==> src/rtl/key_event_fifo.sv <==
// Debounced key-event queue: filters the scanner's code/valid pair, turns stable
// press/release transitions into event words and buffers them for a register-bus reader.
module key_event_fifo #(
  parameter int DEBOUNCE_CYCLES = 50000,
  parameter int FIFO_DEPTH      = 8
) (
  input  logic        clk,
  input  logic        rstn,
  input  logic [7:0]  addrIn,
  input  logic [7:0]  addrOut,
  input  logic [3:0]  sizeDecode,
  input  logic [31:0] dataIn,
  output logic [31:0] dataOut,
  input  logic [3:0]  keyCode,
  input  logic        keyEnable,
  output logic        irq
);

  localparam int          AW        = $clog2(FIFO_DEPTH);
  localparam logic [15:0] CNT_MAX   = 16'(DEBOUNCE_CYCLES - 1);
  localparam logic [AW:0] DEPTH_CNT = (AW + 1)'(FIFO_DEPTH);
  localparam logic [AW:0] LAST_PTR  = (AW + 1)'(FIFO_DEPTH - 1);
  localparam logic [AW:0] ONE       = (AW + 1)'(1);

  // Key path state: {enable, code} packed as 5 bits throughout.
  logic [4:0]  s1;
  logic [4:0]  cand;
  logic [4:0]  stable;
  logic [15:0] cnt;
  logic        accept;

  // Event produced on acceptance.
  logic        ev_valid;
  logic [4:0]  ev_word;

  // Bus decode.
  logic        wr_lane0;
  logic        pop_req;
  logic        flush;
  logic        clr_ovf;

  // FIFO state.
  logic [4:0]  mem [FIFO_DEPTH];
  logic [AW:0] wr_ptr;
  logic [AW:0] rd_ptr;
  logic [AW:0] count;
  logic        ovf;
  logic        empty;
  logic        full;
  logic        do_pop;
  logic        do_push;
  logic        overflow;

  logic [31:0] rd_data;
  logic        unused_bits;

  assign unused_bits = ^{dataIn[31:2], sizeDecode[3:1]};

  function automatic logic [AW:0] ptr_inc(input logic [AW:0] p);
    return (p == LAST_PTR) ? '0 : p + ONE;
  endfunction

  always_ff @(posedge clk or negedge rstn) begin
    if (!rstn) begin
      s1     <= '0;
      cand   <= '0;
      cnt    <= '0;
      stable <= '0;
    end else begin
      s1 <= {keyEnable, keyCode};
      if (s1 != cand) begin
        cand <= s1;
        cnt  <= '0;
      end else if (cnt != CNT_MAX) begin
        cnt <= cnt + 16'd1;
      end
      if (accept) begin
        stable <= cand;
      end
    end
  end

  assign accept = (s1 == cand) && (cnt == CNT_MAX) && (cand != stable);

  // A code change while held reports only the new press; a silent 0->0 change yields nothing.
  always_comb begin
    ev_valid = 1'b0;
    ev_word  = '0;
    if (accept) begin
      if (cand[4]) begin
        ev_valid = 1'b1;
        ev_word  = {1'b1, cand[3:0]};
      end else if (stable[4]) begin
        ev_valid = 1'b1;
        ev_word  = {1'b0, stable[3:0]};
      end
    end
  end

  assign wr_lane0 = sizeDecode[0];
  assign pop_req  = wr_lane0 && (addrIn == 8'd0) && dataIn[0];
  assign flush    = wr_lane0 && (addrIn == 8'd1) && dataIn[0];
  assign clr_ovf  = wr_lane0 && (addrIn == 8'd1) && dataIn[1];

  assign empty    = (count == '0);
  assign full     = (count == DEPTH_CNT);
  assign do_pop   = pop_req && !empty && !flush;
  assign do_push  = ev_valid && !flush && (!full || do_pop);
  assign overflow = ev_valid && !flush && full && !do_pop;

  always_ff @(posedge clk or negedge rstn) begin
    if (!rstn) begin
      wr_ptr <= '0;
      rd_ptr <= '0;
      count  <= '0;
    end else if (flush) begin
      wr_ptr <= '0;
      rd_ptr <= '0;
      count  <= '0;
    end else begin
      if (do_push) begin
        wr_ptr <= ptr_inc(wr_ptr);
      end
      if (do_pop) begin
        rd_ptr <= ptr_inc(rd_ptr);
      end
      case ({do_push, do_pop})
        2'b10:   count <= count + ONE;
        2'b01:   count <= count - ONE;
        default: count <= count;
      endcase
    end
  end

  // Storage carries no reset; only entries between the pointers are ever observed.
  always_ff @(posedge clk) begin
    if (do_push) begin
      mem[wr_ptr[AW-1:0]] <= ev_word;
    end
  end

  always_ff @(posedge clk or negedge rstn) begin
    if (!rstn) begin
      ovf <= 1'b0;
    end else if (overflow) begin
      ovf <= 1'b1;
    end else if (clr_ovf) begin
      ovf <= 1'b0;
    end
  end

  always_comb begin
    rd_data = '0;
    case (addrOut)
      8'd0: rd_data = empty ? 32'hFFFF_FFFF : {27'd0, mem[rd_ptr[AW-1:0]]};
      8'd1: begin
        rd_data[4:0]   = 5'(count);
        rd_data[8]     = empty;
        rd_data[9]     = full;
        rd_data[10]    = ovf;
        rd_data[20:16] = stable;
      end
      default: rd_data = '0;
    endcase
  end

  always_ff @(posedge clk or negedge rstn) begin
    if (!rstn) begin
      dataOut <= '0;
      irq     <= 1'b0;
    end else begin
      dataOut <= rd_data;
      irq     <= !empty;
    end
  end

endmodule

==> config.mk <==
export PLATFORM = sky130hd
export DESIGN_NAME = key_event_fifo
export DESIGN_NICKNAME = d
export VERILOG_FILES = /design/src/rtl/key_event_fifo.sv
export SDC_FILE = /design/constraint.sdc
export NUM_CORES = 1
export LEC_CHECK = 0
export ABC_AREA = 1
export BUFFER_PORTS_ARGS = -buffer_cell sky130_fd_sc_hd__buf_4
export CAP_MARGIN = 0
export CORE_MARGIN = 5
export CORE_UTILIZATION = 47
export CTS_BUF_LIST = sky130_fd_sc_hd__clkbuf_8 sky130_fd_sc_hd__clkbuf_16
export CTS_CLUSTER_SIZE = 30
export DETAILED_ROUTE_END_ITERATION = 12
export PLACE_DENSITY_LB_ADDON = 0.15
export SKIP_CTS_REPAIR_TIMING = 1
export SLEW_MARGIN = 20
export SYNTH_ARGS = -nofsm -noshare
export SYNTH_HDL_FRONTEND = slang
export SYNTH_SLANG_ARGS = --single-unit
==> constraint.sdc <==
create_clock -name clk -period 3.2 [get_ports clk]
set_input_delay 0.48 -clock clk [delete_from_list [all_inputs] [get_ports clk]]
set_output_delay 0.48 -clock clk [all_outputs]
set_load 0.02 [all_outputs]
======== Word level (Yosys, flattened, before mapping) ========
Memory sizes are Yosys's and may differ from the RTL's.
Cells that the tools add are included.
operators by class
  add/subtract/negate cells ............... 5
  eq/ne operators ......................... 12
  mux-type cells .......................... 27
  reductions and logical operators ........ 26
operator list
  operator               number
  $mux 16                2
  $mux 32                1
  $mux 4                 8
  $pmux 5 s2             2
  $add 16x1->16 const B  1
  $eq 16x16->1 const B   1
  $eq 8x1->1 const B     2
  $logic_not 8->1        2
  $ne 16x16->1 const B   1
  $mux 5                 3
  $logic_and 1x1->1      13
  $add 4x1->4 const B    3
  $mux 11                1
  $ne 5x5->1             2
  $eq 4x3->1 const B     2
  $pmux 4 s2             1
  $reduce_bool 2->1      4
  $mux 1                 7
  $pmux 3 s2             1
  $eq 5x5->1             1
  $eq 4x4->1 const B     1
  $logic_not 1->1        4
  $logic_not 4->1        1
  $sub 4x1->4 const B    1
  5 further kinds        5
word-level totals
  register bits after elaboration ......... 77
  bits in writable memories ............... 40
  input port bits ......................... 59
  output and inout port bits .............. 33
  word-level logic and storage cells ...... 81
  memories kept ........................... 1
memory list
  memory  depth  width  read ports  clocked after memory_dff  wr ports  line  RTL
  mem     8      5      1           0                         1         43    logic [4:0] mem [FIFO_DEPTH];

======== Longest topological paths before layout ========
  word-level depth ........................ 10
  depth in mapped cells ................... 18
  depth with buffers taken out ............ 18

======== Least setup slack after synthesis ========
No wires, ideal clock.
  path type ............................... input -> register
  start point ............................. input port addrIn[5]
  end point ............................... register count[3]
  setup time .............................. 0.118 ns
  data arrival time ....................... 2.308 ns
  required time ........................... 3.082 ns
  slack ................................... 0.774 ns
  stages on the path ...................... 18
  path buffers ............................ 0
  cells stage by stage .................... nor2_1 -> nand2_1 -> nor2_2 -> nand3_2 -> nand2_1 -> inv_2 -> nand3_4 -> nand2_1 -> inv_1 -> ha_1 -> a21oi_1 -> nand2_1 -> xor2_1 -> inv_1 -> nand3_1 -> nand2_1 -> nand3_1 -> nand2_1
on the way
  word-level cells in the longest chain between the ends .. 10
  elaborated cells on any way between the ends .. 17
  classes of those cells .................. 3 x eq/ne; 2 x mux; 12 x reduce/logical
RTL lines
  what                                                         line      RTL
  from (decl)                                                  9         input logic [7:0] addrIn,
  $eq 8x1->1 / $logic_not 8->1 (equally long branches)         102, 101
  $logic_and 1x1->1, on equally long branches (2 in a row)     102, 101
  $logic_not 1->1 / $logic_and 1x1->1 (equally long branches)  107, 108
  $logic_and 1x1->1                                            107       assign do_pop = pop_req && !empty && !flush;
  $logic_or 1x1->1                                             108       assign do_push = ev_valid && !flush && (!full || do_pop);
  $logic_and 1x1->1                                            108
  $eq 2x1->1 / $eq 2x2->1 (equally long branches)              127       case ({do_push, do_pop})
  $pmux 4 s2                                                   127
  $mux 4                                                       116       end else if (flush) begin
  to (signal assigned)                                         128       2'b10: count <= count + ONE;
  to (signal assigned)                                         129       2'b01: count <= count - ONE;
  to (signal assigned)                                         130       default: count <= count;
  to (decl)                                                    46        logic [AW:0] count;
Several ways; a longest one is shown, not always the timed one.
A chain may end at the register's enable or synchronous reset.

======== Final worst setup path ========
  start point ............................. register cand[4]
  end point ............................... register count[3]
on the way
  word-level cells in the longest chain between the ends .. 9
  elaborated cells on any way between the ends .. 13
  classes of those cells .................. 4 x eq/ne; 4 x mux; 5 x reduce/logical
RTL lines
  what                                             line  RTL
  from (decl)                                      27    logic [4:0] cand;
  from (signal assigned)                           66    cand <= '0;
  from (signal assigned)                           72    cand <= s1;
  $eq 5x5->1                                       83    assign accept = (s1 == cand) && (cnt == CNT_MAX) && (cand != stable);
  $logic_and 1x1->1 (2 in a row)                   83
  $mux 1 *                                         89    if (accept) begin
  $logic_and 1x1->1 * (2 in a row)                 108
  $eq 2x1->1 / $eq 2x2->1 (equally long branches)  127
  $pmux 4 s2                                       127
  $mux 4                                           116
Every way passes the cells marked *; elsewhere a longest branch is shown, timed or not.

==> metrics.yaml <==
status: "finished, final reports clean"
final_area_mm2: 0.005358
p_seq_share_pct: 59.2
htree_levels: 3
die_area_mm2: 0.01214
vias: 3460
grt_pass1_wl_mm: 15.88
synthSimpleGateAreaFrac_pct: 20.24
setup_violations: 0
skew_ps: 8.400
syn_inst: 500
dr.pass1.iters: 4
mostFrequentLayoutCell: "nand2_1"
clock_path_buffers: 2
drt_iter0_drc: 191
clk_pin_slew_ps: 100
crit_required_ps: 3460
port_buffers: 58
avgSynthCellArea_um2: 9.434
core_mm2: 0.009774
row_count: 36
grt-ovfl-total: 0
fin_nets: 607
hpwlAfterDp_mm: 7.028
synth_edf_count: 40
clock.fmax_mhz: 369.8
synth_top_family_by_area: "simple AND/OR/NAND/NOR gates"
hold_viol: 0
synth_xor_area_share_pct: 1.300
wire_per_inst_um: 14.19
period_needed_ps: 2704
die_w_um: 110.2
p_leak_nw: 2.475
wirelength_mm: 9.632
gp_congestion: 0.8528
io_pins: 92
cts_tree: "done"
setup_tns_ps: 0
synth.distinct_cells: 40
clock_latency_ps: 360
yosys_register_bits: 99
peakVddDrop_mv: 0.2357
cts_inserted_buffers: 9
postRouteAntennaNets: 0
antennaDiodeCount: 0
max_slew_margin_pct: 50.30
grt_pass1_vias: 3352
rsz0062_at_grt: "no"
p_comb_share_pct: 5.3
avgViaCountPerCell: 5.096
r2r_setup_slack_ps: 500
power.internal_w: 0.001737
grtUsageTotal_pct: 16.90
yosys_warnings: 0
initial_utilization_pct: 48.26
cts_root_buffer: "clkbuf_8"
crit_fanout: 4
placed_area_mm2: 0.005156
p_clk_share_pct: 35.6
crit_arrival_ps: 2960
synth-compound-area-share_pct: 11.06
p_per_area_mw_per_mm2: 423.2
grt_max_degree: 60
layout-drive-gt1-share_pct: 19.60
switching_share_pct: 23.37
power.net_switching_w: 0.0005300
syn-num-nets: 566
cp-end-kind: "flip-flop"
antenna_found_initial: 0
timing.final.crit_share_pct: 84.50
synth_mux_area_share_pct: 0
synth_fa_ha_area_share_pct: 2.016
cap_violations: 0
crit_type: "flip-flop to flip-flop"
power_w: 0.002267
worst_pin_slew_ps: 745.5
clock_sinks: 99
synth_area_mm2: 0.004717
drv_slew: 0
drc: 0
layout_common_cells: "95 x nand2_1, 62 x buf_4, 59 x dfrtp_1, 45 x inv_1, 45 x nor2_1"
holdWs_ps: 167.1
synth_ff_type: "dfrtp_1"
areaGrowthSynthToFinish_pct: 13.58
ys_seq_area_share_pct: 56.76
start_kind: "flip-flop"
async_reset_ff_share_pct: 59.60
die-height_um: 110.2
min_path_type: "primary input to async pin"
area by class of cell:
cell class                      instances  area [um^2]
Inverter                               57        214.0
Timing Repair Buffer                   62        465.4
Clock buffer                            9        123.9
Clock inverter                          7        77.57
Fill cell                             893         4417
Multi-Input combinational cell        312         1633
Sequential cell                        99         2678
Tap cell                              133        166.4
Yosys cell counts, types with 2 or more instances:
| library cell | n | area share (%) |
|---|---|---|
| nor2_2 | 8 | 1.1 |
| a221oi_1 | 2 | 0.37 |
| nand3_1 | 32 | 3.4 |
| a221o_1 | 4 | 0.85 |
| xnor2_1 | 4 | 0.74 |
| nor2_1 | 45 | 3.6 |
| inv_2 | 10 | 0.80 |
| a21oi_1 | 26 | 2.8 |
| a211oi_1 | 4 | 0.64 |
| nand4_1 | 4 | 0.53 |
| edfxtp_1 | 40 | 25 |
| nand3_4 | 2 | 0.74 |
| clkbuf_1 | 12 | 0.95 |
| nand3_2 | 2 | 0.42 |
| a31oi_1 | 2 | 0.27 |
| nand2_1 | 95 | 7.6 |
| o21ai_1 | 5 | 0.53 |
| clkinv_1 | 2 | 0.16 |
| dfrtp_1 | 59 | 31 |
| nor3_1 | 6 | 0.64 |
| buf_4 | 19 | 3.0 |
| o21ai_0 | 34 | 3.6 |
| inv_1 | 45 | 3.6 |
| o22ai_1 | 10 | 1.3 |
| and3_1 | 2 | 0.27 |
| ha_1 | 6 | 1.6 |
| nor4_1 | 3 | 0.40 |
| nor2_4 | 3 | 0.72 |
| xor2_1 | 3 | 0.56 |
cells by family after synthesis:
group / count (synthesis)
buffers and inverters: 89
AO/OA/AOI/OAI: 91
adder cells (fa/ha/maj): 7
XOR/XNOR: 7
flip-flops: 99
AND/OR/NAND/NOR: 207
per-layer routing:
layer / vias to the layer above / track usage [%] / wire (um) / share of wire, %
met2: 74 / 28.38 / 4581 / 48
met1: 1636 / 21.65 / 4483 / 47
met3: 7 / 3.436 / 486 / 5.0
li1: 1743 / - / - / -
met5: - / 0 / 0 / 0
met4: 0 / 6.245 / 81 / 0.84
sequential cells by signal (all words and copies together), names as in the netlist:
signal / count
stable: 5
dataOut: 14
rd_ptr: 4
ovf: 1
s1: 5
irq: 1
cnt: 16
mem: 40
wr_ptr: 4
cand: 5
count: 4
per-stage QoR:
stage          utilization, %  worst slack [ps]  std cells
3_3_place_gp            52.75             456.3        663
4_1_cts                 54.81             501.2        679
5_1_grt                 54.81             211.1        679
6_report                54.81             496.1        679
3_5_place_dp            52.75             362.8        663
2_1_floorplan               -             773.5        500
worst paths after layout:
kind,start,end,cells after the start
min in group clk,keyCode[2],s1[2]$_DFF_PN0_,1
max reg2reg,cand[4]$_DFFE_PN0N_,count[3]$_DFFE_PN0P_,18
max in group asynchronous,rstn,rd_ptr[2]$_DFFE_PN0P_,1
min,rstn,dataOut[0]$_DFF_PN0_,1
max,cand[4]$_DFFE_PN0N_,count[3]$_DFFE_PN0P_,18
min reg2reg,s1[3]$_DFF_PN0_,cand[3]$_DFFE_PN0N_,0
power groups by stage:
stage                     clock, W  sequential, W  combinational, W
after global routing      0.000894        0.00134          0.000135
after floorplan                  0        0.00136         0.0000730
after global placement           0        0.00137          0.000118
final                     0.000806        0.00134          0.000119
after detailed placement         0        0.00137          0.000121
after CTS                 0.000835        0.00134          0.000121
worst max-delay path, cell delays in order, from the launching register on:
cell     delay (ps)
dfrtp_1         420
inv_2            80
ha_1            290
inv_1            50
nand2_1          50
nor2_1           90
nand3_1         200
nand3_4         190
nand2_1          90
inv_1           150
ha_1            280
a21oi_1         150
nand2_1          70
xor2_1          180
inv_1            60
nand3_1          70
nand2_1          50
nand3_1          70
nand2_1          50
No activity file was read; power rests on OpenSTA's default activity.
